`src/rtl/op_cycle_timer_pkg.sv`:
```
// rtl/op_cycle_timer_pkg.sv - shared state type, default widths and saturation helper
package op_cycle_timer_pkg;

    typedef enum logic [1:0] {
        ST_IDLE   = 2'd0,
        ST_LAUNCH = 2'd1,
        ST_RUN    = 2'd2,
        ST_DONE   = 2'd3
    } state_e;

    localparam int DEF_CNT_W  = 32;
    localparam int DEF_RUNS_W = 16;

    // All-ones value of a w-bit counter, clamped to 64 bits.
    function automatic logic [63:0] sat_max(input int w);
        if (w >= 64) begin
            return '1;
        end
        return (64'd1 << w) - 64'd1;
    endfunction

endpackage

```
`src/rtl/op_cycle_timer_if.sv`:
```
// rtl/op_cycle_timer_if.sv - start/core handshake and result readout bundle
interface op_cycle_timer_if #(
    parameter int CNT_W  = op_cycle_timer_pkg::DEF_CNT_W,
    parameter int RUNS_W = op_cycle_timer_pkg::DEF_RUNS_W
);
    logic              start_pulse;
    logic              core_ready;
    logic              core_start;
    logic              core_done;
    logic              result_ack;
    logic              busy;
    logic              result_valid;
    logic [CNT_W-1:0]  cycle_count;
    logic              overflow;
    logic              timeout;
    logic [RUNS_W-1:0] run_count;

    modport master (
        output start_pulse, core_ready, core_done, result_ack,
        input  core_start, busy, result_valid, cycle_count, overflow, timeout, run_count
    );

    modport slave (
        input  start_pulse, core_ready, core_done, result_ack,
        output core_start, busy, result_valid, cycle_count, overflow, timeout, run_count
    );
endinterface

```
`src/rtl/op_cycle_timer_sat_counter.sv`:
```
// rtl/op_cycle_timer_sat_counter.sv - clearable saturating up-counter with sticky overflow
module sat_counter
    import op_cycle_timer_pkg::*;
#(
    parameter int W = DEF_CNT_W
) (
    input  logic         clk,
    input  logic         rst,
    input  logic         clear,
    input  logic         enable,
    output logic [W-1:0] count,
    output logic         overflow
);
    localparam logic [W-1:0] MAX_VAL = W'(sat_max(W));

    logic [W-1:0] count_q, count_d;
    logic         ovf_q, ovf_d;

    // Overflow marks a lost increment, so landing exactly on MAX_VAL is not an overflow.
    always_comb begin
        count_d = count_q;
        ovf_d   = ovf_q;
        if (clear) begin
            count_d = '0;
            ovf_d   = 1'b0;
        end else if (enable) begin
            if (count_q == MAX_VAL) begin
                ovf_d = 1'b1;
            end else begin
                count_d = count_q + W'(1);
            end
        end
    end

    always_ff @(posedge clk) begin
        if (rst) begin
            count_q <= '0;
            ovf_q   <= 1'b0;
        end else begin
            count_q <= count_d;
            ovf_q   <= ovf_d;
        end
    end

    assign count    = count_q;
    assign overflow = ovf_q;

endmodule

```
`src/rtl/op_cycle_timer.sv`:
```
// rtl/op_cycle_timer.sv - launches one core operation and measures cycles to core_done
module op_cycle_timer
    import op_cycle_timer_pkg::*;
#(
    parameter int CNT_W   = DEF_CNT_W,
    parameter int RUNS_W  = DEF_RUNS_W,
    parameter int TIMEOUT = 0
) (
    input  logic            clk,
    input  logic            rst,
    op_cycle_timer_if.slave bus
);
    localparam logic [CNT_W-1:0] TO_LAST = CNT_W'(TIMEOUT - 1);
    localparam logic [CNT_W-1:0] TO_VAL  = CNT_W'(TIMEOUT);

    state_e            state_q, state_d;
    logic              core_start_q, core_start_d;
    logic [CNT_W-1:0]  cycle_count_q, cycle_count_d;
    logic              overflow_q, overflow_d;
    logic              timeout_q, timeout_d;
    logic [RUNS_W-1:0] run_count_q, run_count_d;

    logic [CNT_W-1:0]  cnt;
    logic              cnt_ovf;
    logic              cnt_clear;
    logic              cnt_en;

    sat_counter #(.W(CNT_W)) u_cycle_cnt (
        .clk      (clk),
        .rst      (rst),
        .clear    (cnt_clear),
        .enable   (cnt_en),
        .count    (cnt),
        .overflow (cnt_ovf)
    );

    // Counter is cleared on the launch edge so it reads 0 in the core_start cycle.
    always_comb begin
        state_d       = state_q;
        core_start_d  = 1'b0;
        cycle_count_d = cycle_count_q;
        overflow_d    = overflow_q;
        timeout_d     = timeout_q;
        run_count_d   = run_count_q;
        cnt_clear     = 1'b0;
        cnt_en        = 1'b0;
        case (state_q)
            ST_IDLE: begin
                if (bus.start_pulse) begin
                    state_d = ST_LAUNCH;
                end
            end
            ST_LAUNCH: begin
                if (bus.core_ready) begin
                    state_d      = ST_RUN;
                    core_start_d = 1'b1;
                    cnt_clear    = 1'b1;
                end
            end
            ST_RUN: begin
                cnt_en = 1'b1;
                if (bus.core_done) begin
                    cycle_count_d = cnt;
                    overflow_d    = cnt_ovf;
                    timeout_d     = 1'b0;
                    run_count_d   = run_count_q + RUNS_W'(1);
                    state_d       = ST_DONE;
                end else if ((TIMEOUT != 0) && (cnt == TO_LAST)) begin
                    cycle_count_d = TO_VAL;
                    overflow_d    = cnt_ovf;
                    timeout_d     = 1'b1;
                    state_d       = ST_DONE;
                end
            end
            ST_DONE: begin
                if (bus.result_ack) begin
                    state_d = ST_IDLE;
                end
            end
            default: begin
                state_d = ST_IDLE;
            end
        endcase
    end

    always_ff @(posedge clk) begin
        if (rst) begin
            state_q       <= ST_IDLE;
            core_start_q  <= 1'b0;
            cycle_count_q <= '0;
            overflow_q    <= 1'b0;
            timeout_q     <= 1'b0;
            run_count_q   <= '0;
        end else begin
            state_q       <= state_d;
            core_start_q  <= core_start_d;
            cycle_count_q <= cycle_count_d;
            overflow_q    <= overflow_d;
            timeout_q     <= timeout_d;
            run_count_q   <= run_count_d;
        end
    end

    assign bus.core_start   = core_start_q;
    assign bus.busy         = (state_q == ST_LAUNCH) || (state_q == ST_RUN);
    assign bus.result_valid = (state_q == ST_DONE);
    assign bus.cycle_count  = cycle_count_q;
    assign bus.overflow     = overflow_q;
    assign bus.timeout      = timeout_q;
    assign bus.run_count    = run_count_q;

endmodule

```
`src/flat_wrapper.sv`:
```
// flat-port wrapper written by rule: the top's interface ports become plain ports
module op_cycle_timer_flat import op_cycle_timer_pkg::*;
#(
    parameter int CNT_W   = DEF_CNT_W,
    parameter int RUNS_W  = DEF_RUNS_W,
    parameter int TIMEOUT = 0
)
  (clk, rst, bus_start_pulse, bus_core_ready, bus_core_done, bus_result_ack, bus_core_start, bus_busy, bus_result_valid, bus_cycle_count, bus_overflow, bus_timeout, bus_run_count);
  op_cycle_timer_if #(.CNT_W(CNT_W), .RUNS_W(RUNS_W)) bus_i ();
  input  logic clk;
  input  logic rst;
  input wire logic [$bits(bus_i.start_pulse)-1:0] bus_start_pulse;
  input wire logic [$bits(bus_i.core_ready)-1:0] bus_core_ready;
  input wire logic [$bits(bus_i.core_done)-1:0] bus_core_done;
  input wire logic [$bits(bus_i.result_ack)-1:0] bus_result_ack;
  output wire logic [$bits(bus_i.core_start)-1:0] bus_core_start;
  output wire logic [$bits(bus_i.busy)-1:0] bus_busy;
  output wire logic [$bits(bus_i.result_valid)-1:0] bus_result_valid;
  output wire logic [$bits(bus_i.cycle_count)-1:0] bus_cycle_count;
  output wire logic [$bits(bus_i.overflow)-1:0] bus_overflow;
  output wire logic [$bits(bus_i.timeout)-1:0] bus_timeout;
  output wire logic [$bits(bus_i.run_count)-1:0] bus_run_count;
  assign bus_i.start_pulse = bus_start_pulse;
  assign bus_i.core_ready = bus_core_ready;
  assign bus_i.core_done = bus_core_done;
  assign bus_i.result_ack = bus_result_ack;
  assign bus_core_start = bus_i.core_start;
  assign bus_busy = bus_i.busy;
  assign bus_result_valid = bus_i.result_valid;
  assign bus_cycle_count = bus_i.cycle_count;
  assign bus_overflow = bus_i.overflow;
  assign bus_timeout = bus_i.timeout;
  assign bus_run_count = bus_i.run_count;
  op_cycle_timer #(.CNT_W(CNT_W), .RUNS_W(RUNS_W), .TIMEOUT(TIMEOUT)) u_core (.clk(clk), .rst(rst), .bus(bus_i));
endmodule
```
`config.mk`:
```
export PLATFORM = sky130hd
export DESIGN_NAME = op_cycle_timer_flat
export DESIGN_NICKNAME = d
export VERILOG_FILES = /design/src/rtl/op_cycle_timer_pkg.sv /design/src/rtl/op_cycle_timer_if.sv /design/src/rtl/op_cycle_timer_sat_counter.sv /design/src/rtl/op_cycle_timer.sv /design/src/flat_wrapper.sv
export SDC_FILE = /design/constraint.sdc
export NUM_CORES = 1
export LEC_CHECK = 0
export ABC_AREA = 1
export BUFFER_PORTS_ARGS = -buffer_cell sky130_fd_sc_hd__buf_2
export CAP_MARGIN = 30
export CELL_PAD_IN_SITES_DETAIL_PLACEMENT = 1
export CELL_PAD_IN_SITES_GLOBAL_PLACEMENT = 2
export CORE_MARGIN = 3
export CORE_UTILIZATION = 32
export CTS_CLUSTER_DIAMETER = 150
export DETAILED_ROUTE_END_ITERATION = 6
export GPL_TIMING_DRIVEN = 0
export PLACE_DENSITY = 0.79
export SLEW_MARGIN = 10
export SYNTH_ARGS = -nofsm -noshare
export SYNTH_HDL_FRONTEND = slang
export SYNTH_SLANG_ARGS = --single-unit
```
`constraint.sdc`:
```
create_clock -name clk -period 1.76 [get_ports clk]
set_input_delay 0.088 -clock clk [delete_from_list [all_inputs] [get_ports clk]]
set_output_delay 0.088 -clock clk [all_outputs]
set_load 0.02 [all_outputs]
```
== Yosys cells after proc, flatten, opt, wreduce, memory -nomap -nowiden ==
Cells that the tools add are included.

* $add $sub $neg: 2
* Multipliers: 0
* Div/mod/pow operators: 0
* Magnitude comparators: 0
* Equal/unequal tests: 8
* Shift-type cells: 0
* Muxes and demuxes: 8
* Bitwise operators: 1
* Reduce and logical (&&, ||, !) cells: 7

{| class="wikitable"
|+ Operators with widths
! operator !! number
|-
| adder 32 x 1 -> 32 bit, second input constant || 1
|-
| equality test 32 bit, second input constant || 1
|-
| adder 16 x 1 -> 16 bit, second input constant || 1
|-
| two-way mux 2 bit || 4
|-
| inequality test 2 bit, second input constant || 4
|-
| case mux 2 bit (4 select lines) || 1
|-
| AND reduction 2 bit || 3
|-
| equality test 2 bit, second input constant || 2
|-
| AND reduction 4 bit || 1
|-
| two-way mux 1 bit || 3
|-
| equality test 2 x 1 -> 1 bit, second input constant || 1
|-
| logical NOT 2 bit || 1
|-
| OR reduction 2 bit || 1
|-
| logical OR 1 bit || 1
|-
| inverter 1 bit || 1
|}

* Bits in registers: 85
* Latch bits: 0
* Bits in writable memories: 0
* ROM bits: 0
* Input port bits: 6
* Output and inout port bits: 53
* Logic and storage cells: 33
* Memories kept: 0

== Logic depth before layout (Yosys ltp) ==
Gate-level depths: netlist (run 1).

* Depth after elaboration: 3
* Mapped depth: 11
* Mapped depth without buffers: 11

== Modules after synthesis ==
From an unflattened synthesis (run 1), not the netlist that was laid out.

* Cell total of the unflattened synthesis: 608
* Area total of the unflattened synthesis: 4125.2 µm²

{| class="wikitable"
|+ Modules (own cells, without submodules)
! module !! instances !! cells each !! area each (µm²) !! sequential area each (µm²)
|-
| op_cycle_timer || 1 || 291 || 2150.8 || 1041.0
|-
| sat_counter || 1 || 317 || 1974.4 || 660.6
|}

== Worst setup path before layout (run 1) ==
OpenSTA, ideal clock, no wires.

* Path type: register -> register
* From: reg u_core.state_q[0]
* To: reg u_core.run_count_q[11] (netlist: u_core.bus.run_count[11])
* Setup time: 0.127 ns
* Data arrival time: 1.466 ns
* Data required time: 1.633 ns
* Setup slack: 0.167 ns
* Stages on the path, launching flop included: 11
* Path buffers: 2
* Clock period less this slack: 1.593 ns
* Cell sequence: dfxtp_1 inv_1 ha_1 buf_4 nand2_2 buf_6 nor3_4 nand2_1 nor2_2 xnor2_1 nor2_1

* Longest elaborated chain between the ends: 2

{| class="wikitable"
|+ RTL lines
! element !! RTL line !! source
|-
| from (decl) || op_cycle_timer.sv:16 || <nowiki>state_e state_q, state_d;</nowiki>
|-
| from (signal assigned) || op_cycle_timer.sv:95 || <nowiki>state_q <= state_d;</nowiki>
|-
| equality test 2 bit || op_cycle_timer.sv:47 || <nowiki>case (state_q)</nowiki>
|-
| AND reduction 2 bit (no source line) || n/a ||
|-
| to (signal assigned) || op_cycle_timer.sv:100 || <nowiki>run_count_q <= run_count_d;</nowiki>
|-
| to (decl) || op_cycle_timer.sv:21 || <nowiki>logic [RUNS_W-1:0] run_count_q, run_count_d;</nowiki>
|}

No other way between the ends.
A chain may end at the register's enable or synchronous reset.

== Worst setup path in the final report (run 1) ==
* From: reg u_core.state_q[0]
* To: reg u_core.u_cycle_cnt.count_q[29] (netlist: u_core.u_cycle_cnt.count[29])

* Longest elaborated chain between the ends: 3
* Elaborated cells on any way between the ends: 6
* Classes of those cells: eq/ne: 2; mux: 2; reduce/logical: 2

{| class="wikitable"
|+ RTL lines
! element !! RTL line !! source
|-
| equality test 2 bit or equality test 2 x 1 -> 1 bit (tied branches) || op_cycle_timer.sv:47 ||
|-
| two-way mux 1 bit || op_cycle_timer.sv:47 ||
|-
| AND reduction 2 bit (no source line) or OR reduction 2 bit (tied branches) || n/a ||
|-
| to (signal assigned) || op_cycle_timer_sat_counter.sv:40 || <nowiki>count_q <= count_d;</nowiki>
|-
| to (decl) || op_cycle_timer_sat_counter.sv:16 || <nowiki>logic [W-1:0] count_q, count_d;</nowiki>
|}

Several ways; a longest one is shown, not always the timed one.

==> impl_metrics.env, run 1 <==
export IMPL_p_int_uw=3900
export IMPL_worst_path_buf_inv=3
export IMPL_synth_top_family_by_area="simple AND/OR/NAND/NOR gates"
export IMPL_crit_top_cell="nand2_1"
export IMPL_ant_nets=0
export IMPL_syn_num_nets=600
export IMPL_use_met1_pct=24.1
export IMPL_synth_edf_count=0
export IMPL_start_util_pct=33.4
export IMPL_holdWs_ns=0.152
export IMPL_cp_cell_sequence="inv_2 -> ha_1 -> buf_6 -> buf_4 -> nand2_1 -> nor2_1 -> nand2_1 -> nor2_2 -> nand4_1 -> a21oi_1"
export IMPL_synth_simple_area_share_pct=31.6
export IMPL_yosys_area_top_type="dfxtp_1"
export IMPL_ioPinCount=59
export IMPL_leakage_uw=0.00202
export IMPL_rsz0062_at_grt="true"
export IMPL_fin_nets=682
export IMPL_grt_pass1_vias=4137
export IMPL_core_area_um2=12300
export IMPL_grt_busiest_layer="met2"
export IMPL_r2r_setup_slack_ns=0.08
export IMPL_avgSynthCellArea_um2=7.01
export IMPL_critPathKind="flop to flop"
export IMPL_synth_compound_area_share_pct=14.8
export IMPL_synth_top_area_share_pct=41.3
export IMPL_setup_viol=0
export IMPL_synth_ff_type="dfxtp_1"
export IMPL_synthCells=587
export IMPL_endpoint_kind="flop"
export IMPL_cts_tree="yes"
export IMPL_vdd_drop_max_mv=0.563
export IMPL_clkPwrFrac_pct=39.4
export IMPL_power_frac_seq_pct=40.0
export IMPL_dp_hpwl_um=9860
export IMPL_fin_util_pct=42.3
export IMPL_synth_xor_area_share_pct=0.425
export IMPL_drv_cap=0
export IMPL_finalCriticalPeriod_ns=1.68
export IMPL_hold_depth=2
export IMPL_stdcell_count=842
export IMPL_synthArstFlopShare_pct=0
export IMPL_r2r_start="u_core.state_q[0]"
export IMPL_crit_family="simple AND/OR/NAND/NOR gates"
export IMPL_hold_viol_final=0
export IMPL_clockRootBuffer="clkbuf_16"
export IMPL_routed_wl_um=13000
export IMPL_clkLatencyLatePin_ns=0.35
export IMPL_syn_area_um2=4120
export IMPL_die_x_um=119
export IMPL_synthMuxAreaShare_pct=0
export IMPL_crit_required_ns=2.04
export IMPL_io_buffers=56
export IMPL_layout_drive_gt1_share_pct=24.3
export IMPL_synth_warnings=0
export IMPL_antenna_found_initial=0
export IMPL_max_slew_margin_pct=65.6
export IMPL_place_gp_congestion=0.828
export IMPL_grt_util_met3_pct=3.94
export IMPL_htree_num_levels=3
export IMPL_yosys_top_cells_count="nand2_1 (114), dfxtp_1 (85), nor2_1 (74)"
export IMPL_critPathSlowestCell="dfxtp_2"
export IMPL_firstDrtPassIters=4
export IMPL_synthAdderAreaFrac_pct=2.13
export IMPL_fin_area_um2=5200
export IMPL_hold_start="rst"
export IMPL_min_period_over_period_pct=95.5
export IMPL_placement_cell_area_um2=4610
export IMPL_worstPathArrival_ns=1.96
export IMPL_placedCellCount=811
export IMPL_crit_path_start_kind="flop"
export IMPL_area_delta_synth_final_pct=26.3
export IMPL_drt_iter0_drc=207
export IMPL_overflow=0
export IMPL_crit_fanout=8
export IMPL_holdPathEnd="u_core.bus.core_start"
export IMPL_drc=0
export IMPL_yosysMostFrequentCell="nand2_1"
export IMPL_finClkSkew_ns=0.00694
export IMPL_ys_seq_area_share_pct=41.3
export IMPL_worstRegToRegCells=10
export IMPL_worst_pin_slew_ns=0.516
export IMPL_synth_seq_cells=85
export IMPL_ys_types=33
export IMPL_grt_start_max_net_pins=15
export IMPL_power_density_nw_per_um2=1080
export IMPL_synth_area_leaders="dfxtp_1 (41%), nand2_1 (10%), a21oi_1 (7.0%)"
export IMPL_clock_sinks=85
export IMPL_vias=4109
export IMPL_dieArea_um2=14300
export IMPL_p_switching_uw=1740
export IMPL_outcome="completed"
export IMPL_clockBufferDepth=2
export IMPL_grt_first_pass_wirelength_um=21100
export IMPL_antenna_cells=0
export IMPL_p_comb_share_pct=20.5
export IMPL_post_layout_total_power_uw=5640
export IMPL_gr_usage_met2_pct=31.8
export IMPL_timing_rr_end="u_core.u_cycle_cnt.count[29]"
export IMPL_clk_pin_slew_ns=0.07
export IMPL_grtUsageTotal_pct=18.9
export IMPL_row_count=40
export IMPL_cts_inserted_buffers=9
export IMPL_die_y_um=119
export IMPL_hold_path_class="input port to flop"
export IMPL_swShare_pct=30.9
export IMPL_fmax_mhz=595
export IMPL_drt_wirelength_per_cell_um=15.5
export IMPL_slowest_delay_ns=0.34
export IMPL_viasPerCell=4.88
export IMPL_final_max_slew_violation_count=0
## cells by family (layout without fill, tap and decap cells)
kind of cell             after synthesis  count (layout)
AND/OR/NAND/NOR                      281             281
AO/OA/AOI/OAI                        117             117
buffers and inverters                 94             181
flip-flops                            85              85
XOR/XNOR                               2               2
adder cells (fa/ha/maj)                7               7
other                                  1               1
## power by group through the flow
stage          Combinational, uW  Clock (uW)  Sequential (uW)
2_1_floorplan                522           0             2470
3_3_place_gp                1070           0             2280
3_5_place_dp                1100           0             2290
4_1_cts                     1140        2270             2250
5_1_grt                     1290        2350             2290
6_report                    1160        2220             2260
## repair_timing
action	in CTS	in global routing
endpoints found under the setup margin	72	54
buffers inserted	7	7
hold buffers	1	0
resized for setup	18	34
pin swaps	3	9
endpoints found under the hold margin	1	0
## worst max path at each step
stage	from	end	slack, ns	cells past startpoint
5_1_grt	u_core.state_q[0]	u_core.bus.run_count[15]	-0.03	11
3_3_place_gp	u_core.state_q[0]	u_core.u_cycle_cnt.count[28]	-0.29	10
4_1_cts	u_core.state_q[0]	u_core.bus.run_count[12]	0.006	11
6_report	u_core.state_q[0]	u_core.u_cycle_cnt.count[29]	0.08	10
3_5_place_dp	u_core.state_q[0]	u_core.u_cycle_cnt.count[28]	-0.35	10
2_1_floorplan	u_core.state_q[0]	u_core.bus.run_count[11]	0.17	10
## cell type report
type	instances	area, um2
fill	1611	7110
multi-input combinational	408	2130
sequential	85	1720
clock buffer	9	225
clock inverter	7	114
timing repair buffer	71	395
buffer	22	138
tap	168	210
inverter	72	273
## cells in the final DEF (no fill, tap or decap), types with 4 or more instances in the layout
cell type | Yosys | layout
nor3_1 | 10 | 10
nand3_1 | 35 | 33
nand2_1 | 114 | 108
a21oi_2 | 3 | 4
nand4_1 | 13 | 13
ha_1 | 7 | 6
nand3_2 | 5 | 6
clkbuf_2 | 0 | 5
a21oi_1 | 58 | 57
buf_2 | 1 | 56
nor2_1 | 74 | 66
nor2_2 | 7 | 10
inv_1 | 69 | 68
dfxtp_2 | 0 | 5
clkbuf_1 | 14 | 9
a31oi_1 | 4 | 4
nand2_2 | 9 | 14
buf_4 | 3 | 17
nor2_4 | 7 | 12
buf_6 | 4 | 5
o21ai_1 | 2 | 4
dfxtp_1 | 85 | 78
o21ai_0 | 47 | 45
clkbuf_16 | 0 | 9
## sequential cells by signal (all words and copies together), names as in the netlist
register and flops:
u_core.state_q 2, u_core.bus.run_count 16, u_core.bus.cycle_count 32, u_core.u_cycle_cnt.count 32, u_core.bus.core_start 1, u_core.u_cycle_cnt.overflow 1
u_core.bus.overflow 1
## stage by stage
stage	worst slack, ns	setup TNS, ns
2_1_floorplan	0.167	0
3_3_place_gp	-0.290	-3.51
3_5_place_dp	-0.354	-6.54
4_1_cts	0.00561	0
5_1_grt	-0.0335	-0.0597
6_report	0.0800	0
## routing by layer
metal	wire length, um	up-vias
li1	-	2066
met1	6120	1979
met2	6350	54
met3	404	10
met4	161	0
met5	0	-
## worst reg2reg max path: cells and delay by family, from the launching register on
kind / cells / cell delay [ns]
AO/OA/AOI/OAI: 1 / 0.15
adder cells (fa/ha/maj): 1 / 0.16
buffers and inverters: 3 / 0.37
flip-flops: 1 / 0.34
AND/OR/NAND/NOR: 5 / 0.61
No activity file was read; power rests on OpenSTA's default activity.
==> run 2: changes to the inputs <==
--- a/config.mk
+++ b/config.mk
@@ -8,14 +8,12 @@
 export ABC_AREA = 1
 export BUFFER_PORTS_ARGS = -buffer_cell sky130_fd_sc_hd__buf_2
 export CAP_MARGIN = 30
-export CELL_PAD_IN_SITES_DETAIL_PLACEMENT = 1
-export CELL_PAD_IN_SITES_GLOBAL_PLACEMENT = 2
 export CORE_MARGIN = 3
-export CORE_UTILIZATION = 32
+export CORE_UTILIZATION = 40
 export CTS_CLUSTER_DIAMETER = 150
 export DETAILED_ROUTE_END_ITERATION = 6
 export GPL_TIMING_DRIVEN = 0
-export PLACE_DENSITY = 0.79
+export PLACE_DENSITY = 0.58
 export SLEW_MARGIN = 10
 export SYNTH_ARGS = -nofsm -noshare
 export SYNTH_HDL_FRONTEND = slang
==> impl_metrics.env, run 2 (synthesis gave the netlist of run 1 again) <==
export IMPL_drt_wirelength_per_cell_um=14.0
export IMPL_fin_nets=680
export IMPL_critPathKind="flop to flop"
export IMPL_vdd_drop_max_mv=0.439
export IMPL_grtUsageTotal_pct=19.8
export IMPL_endpoint_kind="flop"
export IMPL_clk_pin_slew_ns=0.09
export IMPL_overflow=0
export IMPL_cts_inserted_buffers=9
export IMPL_die_y_um=107
export IMPL_drc=0
export IMPL_worstPathArrival_ns=1.93
export IMPL_finalCriticalPeriod_ns=1.68
export IMPL_clockBufferDepth=2
export IMPL_ioPinCount=59
export IMPL_start_util_pct=41.6
export IMPL_clkLatencyLatePin_ns=0.37
export IMPL_max_slew_margin_pct=61.9
export IMPL_layout_drive_gt1_share_pct=23.7
export IMPL_cp_cell_sequence="inv_4 -> ha_4 -> buf_6 -> nand2_4 -> buf_8 -> nor3_4 -> nand2_2 -> buf_4 -> o21ai_0 -> a21oi_1"
export IMPL_ant_nets=0
export IMPL_leakage_uw=0.00196
export IMPL_setup_viol=0
export IMPL_layout_commonest_cell="nand2_1"
export IMPL_holdWs_ns=0.162
export IMPL_slowest_delay_ns=0.35
export IMPL_row_count=36
export IMPL_seq_area_um2=1720
export IMPL_multi_input_area_um2=2150
export IMPL_firstDrtPassIters=5
export IMPL_place_gp_congestion=0.929
export IMPL_viasPerCell=4.97
export IMPL_crit_fanout=10
export IMPL_cts_tree="yes"
export IMPL_clock_sinks=85
export IMPL_crit_required_ns=2.01
export IMPL_nFillCells=1006
export IMPL_min_period_over_period_pct=95.6
export IMPL_dp_hpwl_um=8260
export IMPL_finClkSkew_ns=0.0116
export IMPL_setup_tns_ns=0
export IMPL_drt_iter0_drc=241
export IMPL_io_buffers=56
export IMPL_hold_viol_final=0
export IMPL_crit_path_start_kind="flop"
export IMPL_placement_cell_area_um2=4560
export IMPL_critPathSlowestCell="dfxtp_2"
export IMPL_fin_area_um2=5040
export IMPL_final_max_slew_violation_count=0
export IMPL_grt_pass1_vias=3739
export IMPL_power_density_nw_per_um2=972
export IMPL_grt_first_pass_wirelength_um=18100
export IMPL_hold_path_class="input port to flop"
export IMPL_grt_start_max_net_pins=17
export IMPL_area_delta_synth_final_pct=22.4
export IMPL_vias=3997
export IMPL_dieArea_um2=11500
export IMPL_drv_cap=0
export IMPL_post_layout_total_power_uw=4900
export IMPL_worst_pin_slew_ns=0.571
export IMPL_fmax_mhz=595
export IMPL_routed_wl_um=11200
export IMPL_crit_family="buffers and inverters"
export IMPL_htree_num_levels=3
export IMPL_die_x_um=107
export IMPL_final_cell_mix="nand2_1 (110), dfxtp_1 (78), nor2_1 (70)"
export IMPL_antenna_found_initial=0
export IMPL_rsz0062_at_grt="true"
export IMPL_core_area_um2=9910
export IMPL_antenna_cells=0
export IMPL_outcome="completed"
export IMPL_worst_path_buf_inv=4
export IMPL_clockRootBuffer="clkbuf_8"
## run 2: changes by cell type in the layout (fill, tap and decap cells not counted), moves of 3 or more
| cell | change |
|---|---|
| clkbuf_16 | -9 |
| clkbuf_8 | +9 |
| nor2_2 | -6 |
| nor2_1 | +4 |
| buf_4 | -3 |
| clkinv_2 | -3 |
| inv_6 | +3 |
| nand2_2 | -3 |
## run 2: final cells by class
| class | instances | area share [%] |
|---|---|---|
| Clock inverter | 7 | 1.61 |
| Clock buffer | 9 | 2.46 |
| Buffer | 22 | 2.88 |
| Tap cell | 133 | 3.30 |
| Sequential cell | 85 | 34.0 |
| Multi-Input combinational cell | 408 | 42.7 |
| Inverter | 72 | 5.51 |
| Timing Repair Buffer | 69 | 7.50 |
## run 2: where the power goes
group | leakage (uW) | internal, uW | switching (uW)
Clock | 0.000101 | 676 | 791
Combinational | 0.00116 | 398 | 769
Sequential | 0.000692 | 2140 | 129
Total | 0.00196 | 3210 | 1690
## run 2: what timing repair did
item	CTS	global route
pin swaps	5	15
hold buffers	1	0
setup buffers	2	10
gates resized for setup	19	41
hold endpoints to repair	1	0
endpoints found under the setup margin	57	64
## run 2: metal layers
| layer | share of wire [%] | vias to the layer above | track usage (%) |
|---|---|---|---|
| li1 | - | 2055 | - |
| met1 | 46 | 1821 | 25.9 |
| met2 | 47 | 107 | 33.6 |
| met3 | 5.4 | 14 | 3.90 |
| met4 | 1.5 | 0 | 4.96 |
| met5 | 0 | - | 0 |
## run 2: worst reg2reg max path: cells and delay by family, from the launching register on
kind                     cells  cell delay (ns)
buffers and inverters        4             0.47
AND/OR/NAND/NOR              3             0.40
flip-flops                   1             0.35
AO/OA/AOI/OAI                2             0.20
adder cells (fa/ha/maj)      1             0.13
## run 2: stage by stage
stage	util (%)	std cells	setup slack (ns)
2_1_floorplan	-	587	0.167
3_3_place_gp	46.1	776	-0.169
3_5_place_dp	46.1	776	-0.194
4_1_cts	49.0	795	0.0146
5_1_grt	50.9	805	-0.00307
6_report	50.9	805	0.0783
## run 2: worst paths after layout
path         slack [ns]                    start                        to  depth (start not counted)
min reg2reg        0.46  u_core.bus.run_count[8]   u_core.bus.run_count[8]                          2
max                0.08        u_core.state_q[0]   u_core.bus.run_count[7]                         10
max reg2reg        0.08        u_core.state_q[0]   u_core.bus.run_count[7]                         10
min                0.16                      rst  u_core.bus.run_count[11]                          2
